==> src/rtl/resilient_controller_if.sv <==
// rtl/resilient_controller_if.sv - handshake, delay-element and error-rail bundle of one pipeline stage controller
interface resilient_controller_if;
    logic Lreq;
    logic Lack;
    logic LEreq;
    logic LEack;
    logic Rreq;
    logic REreq;
    logic REack;
    logic Rack;
    logic lclk;
    logic sample;
    logic Err0;
    logic Err1;

    // master = environment (stages, delay elements, detectors); slave = controller
    modport master (
        output Lreq, LEack, REreq, Rack, Err0, Err1,
        input  Lack, LEreq, Rreq, REack, lclk, sample
    );

    modport slave (
        input  Lreq, LEack, REreq, Rack, Err0, Err1,
        output Lack, LEreq, Rreq, REack, lclk, sample
    );
endinterface

==> src/rtl/resilient_controller.sv <==
// rtl/resilient_controller.sv - error-resilient bundled-data stage controller: latch enable, error window, token forwarding
module resilient_controller #(
    parameter int SYNC_STAGES = 2
) (
    input  logic                   clk,
    input  logic                   rst,
    resilient_controller_if.slave  bus
);

    typedef enum logic [2:0] {
        S_IDLE,
        S_OPEN,
        S_EVAL,
        S_EXT,
        S_FWD
    } state_t;

    logic [5:0] w_in;
    logic [5:0] r_sync [SYNC_STAGES];
    logic [5:0] w_s;

    logic w_lreq;
    logic w_leack;
    logic w_rereq;
    logic w_rack;
    logic w_err0;
    logic w_err1;

    state_t r_state;
    state_t w_state_nxt;

    logic r_lack,   w_lack_nxt;
    logic r_lereq,  w_lereq_nxt;
    logic r_rreq,   w_rreq_nxt;
    logic r_reack,  w_reack_nxt;
    logic r_lclk,   w_lclk_nxt;
    logic r_sample, w_sample_nxt;

    assign w_in = {bus.Err1, bus.Err0, bus.Rack, bus.REreq, bus.LEack, bus.Lreq};

    // Every asynchronous input crosses the same-depth chain so relative ordering is preserved
    always_ff @(posedge clk or negedge rst) begin
        if (!rst) begin
            for (int i = 0; i < SYNC_STAGES; i++) begin
                r_sync[i] <= '0;
            end
        end else begin
            r_sync[0] <= w_in;
            for (int i = 1; i < SYNC_STAGES; i++) begin
                r_sync[i] <= r_sync[i-1];
            end
        end
    end

    assign w_s     = r_sync[SYNC_STAGES-1];
    assign w_lreq  = w_s[0];
    assign w_leack = w_s[1];
    assign w_rereq = w_s[2];
    assign w_rack  = w_s[3];
    assign w_err0  = w_s[4];
    assign w_err1  = w_s[5];

    always_ff @(posedge clk or negedge rst) begin
        if (!rst) begin
            r_state  <= S_IDLE;
            r_lack   <= 1'b0;
            r_lereq  <= 1'b0;
            r_rreq   <= 1'b0;
            r_reack  <= 1'b0;
            r_lclk   <= 1'b0;
            r_sample <= 1'b0;
        end else begin
            r_state  <= w_state_nxt;
            r_lack   <= w_lack_nxt;
            r_lereq  <= w_lereq_nxt;
            r_rreq   <= w_rreq_nxt;
            r_reack  <= w_reack_nxt;
            r_lclk   <= w_lclk_nxt;
            r_sample <= w_sample_nxt;
        end
    end

    always_comb begin
        w_state_nxt  = r_state;
        w_lack_nxt   = r_lack;
        w_lereq_nxt  = r_lereq;
        w_rreq_nxt   = r_rreq;
        w_reack_nxt  = r_reack;
        w_lclk_nxt   = r_lclk;
        w_sample_nxt = r_sample;

        case (r_state)
            S_IDLE: begin
                // Start only once every return-to-zero of the previous token has been seen
                if (w_lreq && !r_lack && !w_rack && !r_reack && !w_leack &&
                    !w_rereq && !w_err0 && !w_err1) begin
                    w_lclk_nxt  = 1'b1;
                    w_lack_nxt  = 1'b1;
                    w_lereq_nxt = 1'b1;
                    w_state_nxt = S_OPEN;
                end
            end
            S_OPEN: begin
                if (w_leack) begin
                    w_lclk_nxt   = 1'b0;
                    w_sample_nxt = 1'b1;
                    w_state_nxt  = S_EVAL;
                end
            end
            S_EVAL: begin
                if (w_err1) begin
                    w_sample_nxt = 1'b0;
                    w_lereq_nxt  = 1'b0;
                    w_rreq_nxt   = 1'b1;
                    w_state_nxt  = S_EXT;
                end else if (w_err0) begin
                    w_sample_nxt = 1'b0;
                    w_lereq_nxt  = 1'b0;
                    w_reack_nxt  = 1'b1;
                    w_state_nxt  = S_FWD;
                end
            end
            S_EXT: begin
                if (w_rereq) begin
                    w_rreq_nxt  = 1'b0;
                    w_reack_nxt = 1'b1;
                    w_state_nxt = S_FWD;
                end
            end
            S_FWD: begin
                if (w_rack) begin
                    w_reack_nxt = 1'b0;
                    w_state_nxt = S_IDLE;
                end
            end
            default: begin
                w_state_nxt = S_IDLE;
            end
        endcase

        // Left return-to-zero is decoupled from the token's progress through the stage
        if (r_lack && !w_lreq) begin
            w_lack_nxt = 1'b0;
        end
    end

    assign bus.Lack   = r_lack;
    assign bus.LEreq  = r_lereq;
    assign bus.Rreq   = r_rreq;
    assign bus.REack  = r_reack;
    assign bus.lclk   = r_lclk;
    assign bus.sample = r_sample;

endmodule

==> src/flat_wrapper.sv <==
// flat-port wrapper written by rule: the top's interface ports become plain ports
module resilient_controller_flat 
#(
    parameter int SYNC_STAGES = 2
)
  (clk, rst, bus_Lreq, bus_LEack, bus_REreq, bus_Rack, bus_Err0, bus_Err1, bus_Lack, bus_LEreq, bus_Rreq, bus_REack, bus_lclk, bus_sample);
  resilient_controller_if bus_i ();
  input  logic clk;
  input  logic rst;
  input wire logic [$bits(bus_i.Lreq)-1:0] bus_Lreq;
  input wire logic [$bits(bus_i.LEack)-1:0] bus_LEack;
  input wire logic [$bits(bus_i.REreq)-1:0] bus_REreq;
  input wire logic [$bits(bus_i.Rack)-1:0] bus_Rack;
  input wire logic [$bits(bus_i.Err0)-1:0] bus_Err0;
  input wire logic [$bits(bus_i.Err1)-1:0] bus_Err1;
  output wire logic [$bits(bus_i.Lack)-1:0] bus_Lack;
  output wire logic [$bits(bus_i.LEreq)-1:0] bus_LEreq;
  output wire logic [$bits(bus_i.Rreq)-1:0] bus_Rreq;
  output wire logic [$bits(bus_i.REack)-1:0] bus_REack;
  output wire logic [$bits(bus_i.lclk)-1:0] bus_lclk;
  output wire logic [$bits(bus_i.sample)-1:0] bus_sample;
  assign bus_i.Lreq = bus_Lreq;
  assign bus_i.LEack = bus_LEack;
  assign bus_i.REreq = bus_REreq;
  assign bus_i.Rack = bus_Rack;
  assign bus_i.Err0 = bus_Err0;
  assign bus_i.Err1 = bus_Err1;
  assign bus_Lack = bus_i.Lack;
  assign bus_LEreq = bus_i.LEreq;
  assign bus_Rreq = bus_i.Rreq;
  assign bus_REack = bus_i.REack;
  assign bus_lclk = bus_i.lclk;
  assign bus_sample = bus_i.sample;
  resilient_controller #(.SYNC_STAGES(SYNC_STAGES)) u_core (.clk(clk), .rst(rst), .bus(bus_i));
endmodule
==> config.mk <==
export PLATFORM = sky130hd
export DESIGN_NAME = resilient_controller_flat
export DESIGN_NICKNAME = d
export VERILOG_FILES = /design/src/rtl/resilient_controller_if.sv /design/src/rtl/resilient_controller.sv /design/src/flat_wrapper.sv
export SDC_FILE = /design/constraint.sdc
export NUM_CORES = 1
export LEC_CHECK = 0
export ABC_AREA = 1
export BUFFER_PORTS_ARGS = -buffer_cell sky130_fd_sc_hd__buf_2
export CORE_MARGIN = 5
export CORE_UTILIZATION = 40
export DETAILED_ROUTE_END_ITERATION = 16
export GPL_ROUTABILITY_DRIVEN = 0
export PLACE_DENSITY = 0.71
export SYNTH_ARGS = -nofsm -noshare
export SYNTH_HDL_FRONTEND = slang
export SYNTH_SLANG_ARGS = --single-unit
==> constraint.sdc <==
create_clock -name clk -period 1.3 [get_ports clk]
set_input_delay 0.13 -clock clk [delete_from_list [all_inputs] [get_ports clk]]
set_output_delay 0.13 -clock clk [all_outputs]
set_load 0.02 [all_outputs]
==> flow_metrics.py <==
metrics = {
    "run_status": {
        "status": "complete, no violations",
    },
    "floorplan": {
        "die_height_microns": 55.47,
        "die_area_sq_mm": 0.003077,
        "ios": 14,
        "core-area_sq_mm": 0.001962,
        "row_count": 16,
        "die_w_microns": 55.47,
        "start_util": 0.4216,
    },
    "critical_path": {
        "cp.required_ps": 1490,
        "cp-end-kind": "flip-flop",
        "critPathMaxFanout": 7,
        "crit_arrival_ps": 1390,
        "cp-start-kind": "flip-flop",
        "critPathKind": "flip-flop to flip-flop",
    },
    "timing": {
        "finalSetupViolations": 0,
        "tightest_slew_ps": 464.7,
        "period_needed_ps": 1197,
        "clock_skew_ps": 2.832,
        "slew_viol_final": 0,
        "finalHoldViolations": 0,
        "max_freq_mhz": 835.3,
        "slew_headroom": 0.6902,
        "min_period_over_period": 0.9209,
        "grt_setup_unrepaired": "yes",
    },
    "power_and_ir_drop": {
        "peakVddDrop_v": 0.0008848,
        "switching_share": 0.3791,
        "powerDensity_mw_per_mm2": 1743,
        "seqPwrFrac": 0.494,
        "p_switching_uw": 684.6,
        "p_int_mw": 1.121,
        "power_mw": 1.806,
        "p_leak_nw": 0.5485,
        "pwr-share-comb": 0.342,
        "clkPwrFrac": 0.164,
    },
    "clocking": {
        "clock_latency_ps": 290,
        "numClockSinks": 21,
        "clk_pin_slew_ps": 110,
        "cts_buffer_depth": 2,
        "root_buffer": "clkbuf_4",
        "cts_tree": "built",
        "ctsHtreeMaxLevel": 1,
        "cts_made_buffers": 3,
        "postCtsSetupBuffers": 0,
    },
    "route": {
        "route.detailed.drc": 0,
        "routedWlPerCell_microns": 10.14,
        "final_antenna_net_count": 0,
        "first_pass_iters": 4,
        "drt-initial-drc-count": 16,
        "vias_per_cell": 4.458,
        "drt_wl_total_microns": 1440,
        "vias": 633,
    },
    "logic_synthesis": {
        "synth.area.top_cells": "dfrtp_1 (64%), nand2_1 (14%), inv_1 (6.4%), nand3_1 (3.6%), nor2_1 (3.6%)",
        "synth_compound_area_frac": 0.01815,
        "synthTopCellsByCount": "nand2_1 (30), dfrtp_1 (21), inv_1 (14), nor2_1 (8), nand3_1 (6)",
        "synthesis.area_sq_um": 827.0,
        "ys_seq_elements": 21,
        "synth_nets": 99,
        "avgSynthCellArea_sq_um": 9.088,
        "synth_top_area_frac": 0.6354,
        "yosys_warnings": 0,
        "synth_edf_count": 0,
        "yosysMostFrequentCell": "nand2_1",
        "async_reset_ff_frac": 1.000,
        "synth_area_leader_cell": "dfrtp_1",
        "yosysSeqAreaShare": 0.6354,
        "synthAdderAreaFrac": 0,
        "synth-simple-area-share": 0.2829,
        "synthMuxAreaShare": 0,
        "synthCells": 91,
        "synth_top_family_by_area": "simple AND/OR/NAND/NOR gates",
        "ys.flop_type": "dfrtp_1",
        "synth_cell_types": 12,
        "synth_xor_area_frac": 0,
    },
    "cells_and_area": {
        "final_cell_area_sq_mm": 0.001036,
        "area_delta_synth_final_pct": 25.26,
        "final_net_count": 124,
        "num-fill-cells": 190,
        "diodes": 0,
        "drive_above_1_share": 0.2348,
    },
    "grt": {
        "grt.total_usage": 0.1069,
        "grt_max_degree": 22,
        "grt_first_pass_wirelength_microns": 2704,
        "grt.overflow.total": 0,
        "antenna_found_initial": 0,
        "grt_pass1_vias": 673,
    },
    "placement": {
        "hpwl_microns": 1042,
        "placed_area_sq_um": 925.9,
        "portBuffers": 13,
    },
    "worst_hold_path": {
        "hold_path_class": "primary input to async pin",
    },
    "flow_run": {
        "max-cap-violations": 0,
    },
}
worst paths after layout:
kind                                endpoint  slack [ps]  cells past startpoint         startpoint
max                         u_core.bus.REack         100                      6  u_core.r_state[1]
min                        u_core.bus.sample         320                      2                rst
max reg2reg                 u_core.bus.REack         100                      6  u_core.r_state[1]
min reg2reg                    u_core.w_s[4]         360                      0  u_core.r_sync[10]
max in group asynchronous  u_core.r_state[2]         640                      2                rst
min in group clk               u_core.w_s[4]         360                      0  u_core.r_sync[10]
cell families (layout without fill, tap and decap cells):
group / Yosys count / count (layout)
compound gates: 3 / 3
buf+inv: 14 / 38
flops: 21 / 21
simple gates: 53 / 53
power by group through the flow:
stage | Combinational, mW | Clock, mW | Sequential, mW
after global routing | 0.718 | 0.342 | 0.912
after CTS | 0.603 | 0.318 | 0.871
after floorplan | 0.362 | 0 | 0.939
after detailed placement | 0.585 | 0 | 0.885
after global placement | 0.576 | 0 | 0.881
final | 0.618 | 0.297 | 0.892
routing by layer:
metal / track usage / vias to the layer above / wire [microns]
met1: 0.1330 / 293 / 648
li1: - / 330 / -
met4: 0.04167 / 0 / 12
met2: 0.1791 / 8 / 724
met3: 0.02331 / 2 / 54
met5: 0 / - / 0
through the flow:
stage	utilization	cells	hold WS [ps]	TNS [ps]	worst slack (ps)
after floorplan	-	91	-165.6	0	183.1
after global placement	0.4719	131	100.0	0	76.46
after detailed placement	0.4719	131	113.3	0	86.39
after CTS	0.5210	142	313.8	0	68.49
after global routing	0.5281	142	362.7	-31.65	-29.49
final	0.5281	142	316.9	0	102.8
critical path, stage by stage, from the launching register on:
cell,delay [ps]
dfrtp_2,480
inv_1,110
nand3_1,120
o21ai_1,190
nand3_1,90
nand2_1,60
nand2_1,40
state kept, by name (all words and copies together) (netlist names):
register / cells
u_core.bus.LEreq: 1
u_core.bus.Lack: 1
u_core.bus.REack: 1
u_core.bus.Rreq: 1
u_core.r_sync: 6
u_core.bus.sample: 1
u_core.r_state: 3
u_core.bus.lclk: 1
u_core.w_s: 6
cell usage in the layout (no fill, tap or decap):
| master | synthesis | final |
|---|---|---|
| nor2_2 | 1 | 4 |
| clkbuf_1 | 0 | 1 |
| o21ai_1 | 1 | 2 |
| nor2_1 | 8 | 5 |
| buf_2 | 0 | 13 |
| nand3_1 | 6 | 6 |
| nand2_2 | 2 | 3 |
| nand2_1 | 30 | 29 |
| clkbuf_4 | 0 | 3 |
| nand4_2 | 1 | 1 |
| dfrtp_2 | 0 | 3 |
| o21ai_0 | 2 | 1 |
| nand4_1 | 4 | 4 |
| dlygate4sd3_1 | 0 | 7 |
| dfrtp_1 | 21 | 18 |
| nor3_1 | 1 | 1 |
| inv_1 | 14 | 14 |
repair_timing:
item	in CTS	in global routing
hold buffers	7	0
gates resized for setup	0	8
setup endpoints to repair	0	4
endpoints found under the hold margin	27	0
cell type report:
type                            instances  area [sq um]  share of cell area
Multi-Input combinational cell         56         259.0              0.2500
Tap cell                               27         33.78             0.03261
Inverter                               14         52.55             0.05072
Clock buffer                            4         26.28             0.02536
Sequential cell                        21         529.3              0.5109
Timing Repair Buffer                   20         135.1              0.1304
(Power assumes the default switching activity.)
